File: src/rtl/spi_slave.sv
// spi_slave: SPI slave front end for a 10-bit command/address/data RAM
// protocol. The master sends a command bit, then a 10-bit word, MSB first.
// Bits 9:8 of the word are the opcode and 7:0 the payload. A read-data
// frame returns the RAM byte on MISO, MSB first.
// Optional feature: define SPI_SLAVE_FRAME_ERR_EN to add the frame_err
// output. It pulses when SS_n rises before a word or transmit completes.
module spi_slave (
  input  logic       clk,
  input  logic       rst_n,
  input  logic       SS_n,
  input  logic       MOSI,
  output logic       MISO,
  output logic [9:0] rx_data,
  output logic       rx_valid,
  input  logic [7:0] tx_data,
  input  logic       tx_valid
`ifdef SPI_SLAVE_FRAME_ERR_EN
  ,
  output logic       frame_err
`endif
);

  typedef enum logic [2:0] {
    IDLE,
    CHK_CMD,
    WRITE,
    READ_ADD,
    READ_DATA
  } state_t;

  state_t      state_q, state_d;
  // hold_q: the frame is finished, or reset hit mid-frame. Ignore the bus
  // until SS_n goes high.
  logic        hold_q, hold_d;
  logic        word_done_q, word_done_d;
  logic [3:0]  bit_cnt_q, bit_cnt_d;
  logic [8:0]  shift_q, shift_d;
  logic [9:0]  rx_data_q, rx_data_d;
  logic        rx_valid_q, rx_valid_d;
  logic        rd_addr_flag_q, rd_addr_flag_d;
  logic        tx_active_q, tx_active_d;
  logic [3:0]  tx_cnt_q, tx_cnt_d;
  logic [7:0]  tx_shift_q, tx_shift_d;
  logic        miso_q, miso_d;
`ifdef SPI_SLAVE_FRAME_ERR_EN
  logic        frame_err_q, frame_err_d;
`endif

  logic receiving;
  logic tx_last;

  assign receiving = !SS_n && !hold_q && !word_done_q &&
                     (state_q == WRITE || state_q == READ_ADD || state_q == READ_DATA);
  // The eighth MISO bit is on the wire. The next edge completes the transmit.
  assign tx_last   = tx_active_q && (tx_cnt_q == 4'd8);

  // State register.
  always_ff @(posedge clk or negedge rst_n) begin
    if (!rst_n) state_q <= IDLE;
    else        state_q <= state_d;
  end

  // Next-state decode. SS_n high always returns to IDLE.
  always_comb begin
    state_d = state_q;
    if (SS_n) begin
      state_d = IDLE;
    end else begin
      case (state_q)
        IDLE:    if (!hold_q) state_d = CHK_CMD;
        CHK_CMD: state_d = MOSI ? (rd_addr_flag_q ? READ_DATA : READ_ADD) : WRITE;
        default: state_d = state_q;
      endcase
    end
  end

  // Datapath next values: deserializer, read-address flag, MISO serializer.
  always_comb begin
    hold_d         = hold_q;
    word_done_d    = word_done_q;
    bit_cnt_d      = bit_cnt_q;
    shift_d        = shift_q;
    rx_data_d      = rx_data_q;
    rx_valid_d     = 1'b0;
    rd_addr_flag_d = rd_addr_flag_q;
    tx_active_d    = tx_active_q;
    tx_cnt_d       = tx_cnt_q;
    tx_shift_d     = tx_shift_q;
    miso_d         = 1'b0;
`ifdef SPI_SLAVE_FRAME_ERR_EN
    frame_err_d    = 1'b0;
`endif
    if (SS_n) begin
      // End of frame. A partial word is dropped without touching rd_addr_flag.
      hold_d      = 1'b0;
      word_done_d = 1'b0;
      bit_cnt_d   = 4'd0;
      tx_active_d = 1'b0;
      tx_cnt_d    = 4'd0;
      tx_shift_d  = 8'd0;
      if (tx_last) rd_addr_flag_d = 1'b0;
`ifdef SPI_SLAVE_FRAME_ERR_EN
      frame_err_d = (state_q != IDLE) && !hold_q && !tx_last;
`endif
    end else if (receiving) begin
      shift_d = {shift_q[7:0], MOSI};
      if (bit_cnt_q == 4'd9) begin
        rx_data_d  = {shift_q, MOSI};
        rx_valid_d = 1'b1;
        bit_cnt_d  = 4'd0;
        if (state_q == READ_DATA) word_done_d = 1'b1;
        else                      hold_d      = 1'b1;
        if (state_q == READ_ADD)  rd_addr_flag_d = 1'b1;
      end else begin
        bit_cnt_d = bit_cnt_q + 4'd1;
      end
    end else if (state_q == READ_DATA && word_done_q && !hold_q) begin
      if (!tx_active_q) begin
        if (tx_valid) begin
          miso_d      = tx_data[7];
          tx_shift_d  = {tx_data[6:0], 1'b0};
          tx_cnt_d    = 4'd1;
          tx_active_d = 1'b1;
        end
      end else if (tx_last) begin
        tx_active_d    = 1'b0;
        tx_cnt_d       = 4'd0;
        hold_d         = 1'b1;
        rd_addr_flag_d = 1'b0;
      end else begin
        miso_d     = tx_shift_q[7];
        tx_shift_d = {tx_shift_q[6:0], 1'b0};
        tx_cnt_d   = tx_cnt_q + 4'd1;
      end
    end
  end

  // Datapath registers. hold_q resets high, so a frame cut by reset is
  // not resumed until SS_n is released.
  always_ff @(posedge clk or negedge rst_n) begin
    if (!rst_n) begin
      hold_q         <= 1'b1;
      word_done_q    <= 1'b0;
      bit_cnt_q      <= 4'd0;
      shift_q        <= 9'd0;
      rx_data_q      <= 10'd0;
      rx_valid_q     <= 1'b0;
      rd_addr_flag_q <= 1'b0;
      tx_active_q    <= 1'b0;
      tx_cnt_q       <= 4'd0;
      tx_shift_q     <= 8'd0;
      miso_q         <= 1'b0;
    end else begin
      hold_q         <= hold_d;
      word_done_q    <= word_done_d;
      bit_cnt_q      <= bit_cnt_d;
      shift_q        <= shift_d;
      rx_data_q      <= rx_data_d;
      rx_valid_q     <= rx_valid_d;
      rd_addr_flag_q <= rd_addr_flag_d;
      tx_active_q    <= tx_active_d;
      tx_cnt_q       <= tx_cnt_d;
      tx_shift_q     <= tx_shift_d;
      miso_q         <= miso_d;
    end
  end

`ifdef SPI_SLAVE_FRAME_ERR_EN
  // Frame error strobe register.
  always_ff @(posedge clk or negedge rst_n) begin
    if (!rst_n) frame_err_q <= 1'b0;
    else        frame_err_q <= frame_err_d;
  end
  assign frame_err = frame_err_q;
`endif

  assign MISO     = miso_q;
  assign rx_data  = rx_data_q;
  assign rx_valid = rx_valid_q;

endmodule

File: config.mk
export PLATFORM = sky130hd
export DESIGN_NAME = spi_slave
export DESIGN_NICKNAME = d
export VERILOG_FILES = /design/src/rtl/spi_slave.sv
export SDC_FILE = /design/constraint.sdc
export NUM_CORES = 1
export LEC_CHECK = 0
export CAP_MARGIN = 5
export CORE_ASPECT_RATIO = 0.6
export CORE_MARGIN = 1.5
export CORE_UTILIZATION = 30
export CTS_CLUSTER_DIAMETER = 120
export DETAILED_ROUTE_END_ITERATION = 16
export PLACE_DENSITY = 0.45
export SYNTH_ARGS = -nofsm -noshare
export SYNTH_HDL_FRONTEND = slang
export SYNTH_SLANG_ARGS = --single-unit
File: constraint.sdc
create_clock -name clk -period 2.75 [get_ports clk]
set_clock_uncertainty 0.1 [all_clocks]
set_input_delay 0.55 -clock clk [delete_from_list [all_inputs] [get_ports clk]]
set_output_delay 0.55 -clock clk [all_outputs]
set_load 0.01 [all_outputs]
==> flow_summary.rst <==
.. list-table::
   :header-rows: 1

   * - Metric
     - Value
   * - Sum of negative setup slack
     - 0 ns
   * - Count of yosys warnings during synthesis
     - 0
   * - Number of unique standard cell types used by synthesis
     - 46
   * - Deepest clock path buffer count
     - 2
   * - Part of the total power dissipated in combinational logic
     - 0.099
   * - # port buffers
     - 24
   * - Cells taking the most area after synthesis
     - sky130_fd_sc_hd__dfrtp_1 (48%), sky130_fd_sc_hd__mux2_2 (13%), sky130_fd_sc_hd__inv_1 (2.6%)
   * - Crit path required time
     - approximately 2.8 ns
   * - Element type at the critical path start
     - flop
   * - Remaining Overflow, GRT
     - 0
   * - Minimum period implied by the final worst setup slack
     - ~2.2 ns
   * - Cell family with most CP delay
     - simple AND/OR/NAND/NOR gates
   * - Crit end category
     - flop
   * - Inserted Diodes
     - 0
   * - Number of clock buffers inserted by TritonCTS
     - 5
   * - R2R Setup Slk
     - roughly 0.58 ns
   * - Synthesized instance count
     - between 150 and 200
   * - DRC errors left
     - 0
   * - Leading cell type by number of instances after synthesis
     - sky130_fd_sc_hd__dfrtp_1
   * - Critical-path cell with the highest stage delay
     - sky130_fd_sc_hd__or4b_4
   * - H-Tree Level Count
     - 2
   * - Number of nets in the layout
     - around 240
   * - Setup repair after global routing missed its margin
     - false
   * - Initial antenna violation count
     - 0
   * - Cell leakage power
     - 1.142 nW
   * - Reg clk slew, reported paths
     - 0.07 ns
   * - Final-layout worst hold slack
     - roughly 0.0080 ns
   * - Cells traversed along the worst timing path
     - or4b_4 -> or3_1 -> a211oi_1
   * - CP max stage delay
     - ~0.65 ns
   * - Number of hold-repair buffers added at the cts stage
     - 0
   * - Clock Latency Late Sink
     - 0.28 ns
   * - Dominant synthesized flop cell
     - sky130_fd_sc_hd__dfrtp_1
   * - Cell type with the largest total area after synthesis
     - sky130_fd_sc_hd__dfrtp_1
   * - Reg power frac
     - 0.476
   * - Max-slew violation count
     - 0
   * - Resize count post-CTS
     - 0
   * - Number of sinks handled by clock tree synthesis
     - between 40 and 50
   * - Final instance area
     - 2683 sq um
   * - Class of the tightest hold or removal check
     - in2async
   * - Synth top cells by count
     - sky130_fd_sc_hd__dfrtp_1 (42), sky130_fd_sc_hd__mux2_2 (25), sky130_fd_sc_hd__inv_1 (15)
   * - Weighted congestion at the end of routability-driven global placement
     - 0.7542
   * - Final setup viols
     - 0
   * - Total of flip-flops plus latches after synthesis
     - 43
   * - Number of enable-type register cells in the synthesized netlist
     - 0
   * - Fraction of final layout cells with drive strength greater than 1
     - 0.2217
   * - Total number of placement rows
     - 23
   * - Number of violations of the max-capacitance limit
     - 0
   * - Clock Tree Root
     - sky130_fd_sc_hd__clkbuf_16
   * - Power per Cell Area
     - just under 600 nW/um^2
   * - Clock share of power
     - 0.426
   * - Initial standard-cell utilization of the core
     - 0.3182
   * - Detailed placer's ending HPWL
     - roughly 3.4 mm
   * - Net count after synthesis
     - between 200 and 250
   * - Count of buffer and inverter cells on the critical path
     - 0
   * - Routed wire length per instance
     - approximately 16 um
   * - Overall via count from detail_route
     - 1,565
   * - Sequential cell area fraction in the yosys report
     - 0.4943
   * - Path type of the worst setup path
     - reg2reg
   * - Data arrival, critical path
     - roughly 2.3 ns
   * - Switching power of the nets
     - 0.0003712 W
   * - First-pass GRT wire length
     - about 8.5 mm
   * - Vert. Die Dim
     - 69.03 um
   * - Number of nets still failing antenna checks after routing
     - 0
   * - IO Count
     - 25
   * - Area after detailed placement
     - roughly 2500 sq um
   * - Die extent in x
     - about 110 um
   * - All-layer global routing usage
     - 0.1372
   * - Overall routed net length
     - 4.779 mm
   * - Share of the synthesized area in the top cell type
     - 0.4822
   * - Worst max-slew margin expressed relative to the limit
     - 0.5872
   * - Iteration count of the initial detailed-routing pass
     - 4
   * - Syn Std Cell Area
     - roughly 2200 sq um
   * - Run status
     - finished clean
   * - Area of the core
     - between 6000 and 7000 sq um
   * - Number of global-route vias before repair
     - 1,598
   * - Critical Path Fanout Max
     - 12
   * - Share of async-settable or async-resettable flops after synthesis
     - 1.000
   * - Switching Fraction
     - 0.2344
   * - Area growth from synthesis to layout
     - 23.08%
   * - Clock tree from TritonCTS
     - built
   * - Total die area
     - 7803 sq um
   * - Number of post-CTS setup repair buffers
     - 0
   * - Via-per-instance ratio
     - about 5
   * - Measured slew at the worst slew-check pin
     - 0.6191 ns
   * - Number of DRC markers in iteration 0
     - 92
   * - Final Hold Vio Count
     - 0
   * - Maximum clock frequency
     - 0.4607 GHz
   * - Total internal power
     - roughly 0.0012 W
   * - Crit share post-route
     - 0.7893
   * - Largest vdd supply drop
     - 0.2259 mV
   * - Largest net degree at the start of global routing
     - 28
   * - Mean instance size in the synthesized netlist
     - between 10 and 15 sq um
==> logic make-up after synthesis <==
| group | synth area share |
|---|---|
| simple gates | 0.1366 |
| fa+ha+maj | 0.02296 |
| compound gates | 0.1579 |
| buf+inv | 0.05453 |
| flops | 0.4943 |
| mux | 0.1338 |
==> worst register-to-register path, cell delays in order (launching register included) <==
cell and delay [ns]:
sky130_fd_sc_hd__dfrtp_1 0.49, sky130_fd_sc_hd__or4b_4 0.66, sky130_fd_sc_hd__or3_1 0.52, sky130_fd_sc_hd__a211oi_1 0.31
==> sequential cells by signal, indices dropped and copies added (netlist names) <==
signal	cells
rx_data	10
rx_valid	1
shift_q	9
tx_shift_q	7
tx_active_q	1
bit_cnt_q	4
word_done_q	1
rd_addr_flag_q	1
state_q	3
MISO	1
tx_cnt_q	4
hold_q	1
==> layer usage <==
| metal | vias up | GRT usage | share of wire |
|---|---|---|---|
| li1 | 777 | - | - |
| met5 | - | 0 | 0 |
| met4 | 0 | 0.03056 | 0.0056 |
| met2 | 25 | 0.1798 | 0.38 |
| met3 | 2 | 0.03518 | 0.033 |
| met1 | 761 | 0.2203 | 0.58 |
==> stage by stage <==
stage	util	instances	power, W	setup slack, ns
floorplan	-	196	0.0008580	0.8405
CTS	0.3917	308	0.001606	0.5779
detailed placement	0.3670	300	0.0009237	0.3035
finish	0.3917	308	0.001583	0.5796
global route	0.3917	308	0.001669	0.4598
global placement	0.3670	300	0.0009190	0.3848
==> layout make-up <==
cell class / instances / area, sq um
Clock buffer: 5 / 125.1
Timing Repair Buffer: 31 / 287.8
Clock inverter: 3 / 43.79
Fill cell: 677 / 4167
Tap cell: 87 / 108.9
Inverter: 15 / 56.30
Multi-Input combinational cell: 124 / 983.4
Sequential cell: 43 / 1077
==> final timing paths <==
| kind | startpoint | end | cells after the start |
|---|---|---|---|
| min in group clk | shift_q[8] | rx_data[9] | 1 |
| worst min-delay path | rst_n | tx_shift_q[4] | 1 |
| worst min register to register | shift_q[8] | rx_data[9] | 1 |
| worst max-delay path | state_q[1] | tx_shift_q[5] | 3 |
| max in group asynchronous | rst_n | hold_q | 2 |
| worst max register to register | state_q[1] | tx_shift_q[5] | 3 |
==> power by group through the flow <==
stage | Clock (W) | Combinational [W] | Sequential [W]
floorplan | 0 | 0.000122 | 0.000736
global placement | 0 | 0.000154 | 0.000765
detailed placement | 0 | 0.000158 | 0.000765
CTS | 0.000694 | 0.000159 | 0.000753
global route | 0.000726 | 0.000177 | 0.000766
finish | 0.000674 | 0.000156 | 0.000753
==> placed cells by master (no fill, tap or decap), types with 2 or more instances in the layout <==
master                            Yosys  routed
sky130_fd_sc_hd__nor4_1               6       6
sky130_fd_sc_hd__o211ai_1             2       2
sky130_fd_sc_hd__nand3b_1             3       3
sky130_fd_sc_hd__o31ai_1              4       4
sky130_fd_sc_hd__or3_1                2       2
sky130_fd_sc_hd__a21o_1               2       2
sky130_fd_sc_hd__nor2_1               7       7
sky130_fd_sc_hd__a21oi_1              9       9
sky130_fd_sc_hd__nor3_1               2       2
sky130_fd_sc_hd__nand4_1              2       2
sky130_fd_sc_hd__nand2b_1             3       3
sky130_fd_sc_hd__ha_1                 4       4
sky130_fd_sc_hd__o2111ai_1            4       4
sky130_fd_sc_hd__nand2_1              4       4
sky130_fd_sc_hd__a31oi_1              3       3
sky130_fd_sc_hd__o21a_1               2       2
sky130_fd_sc_hd__o21ai_0              5       5
sky130_fd_sc_hd__clkdlybuf4s50_1      0      23
sky130_fd_sc_hd__mux2_2              25      25
sky130_fd_sc_hd__clkbuf_16            0       5
sky130_fd_sc_hd__and3b_1              2       2
sky130_fd_sc_hd__inv_1               15      15
sky130_fd_sc_hd__a211oi_1             7       7
sky130_fd_sc_hd__nor2b_1              5       5
sky130_fd_sc_hd__a2111oi_0            2       2
sky130_fd_sc_hd__dfrtp_1             42      42
sky130_fd_sc_hd__nand4b_1             2       2
sky130_fd_sc_hd__buf_4                0       7
No activity file was read; power rests on OpenSTA's default activity.
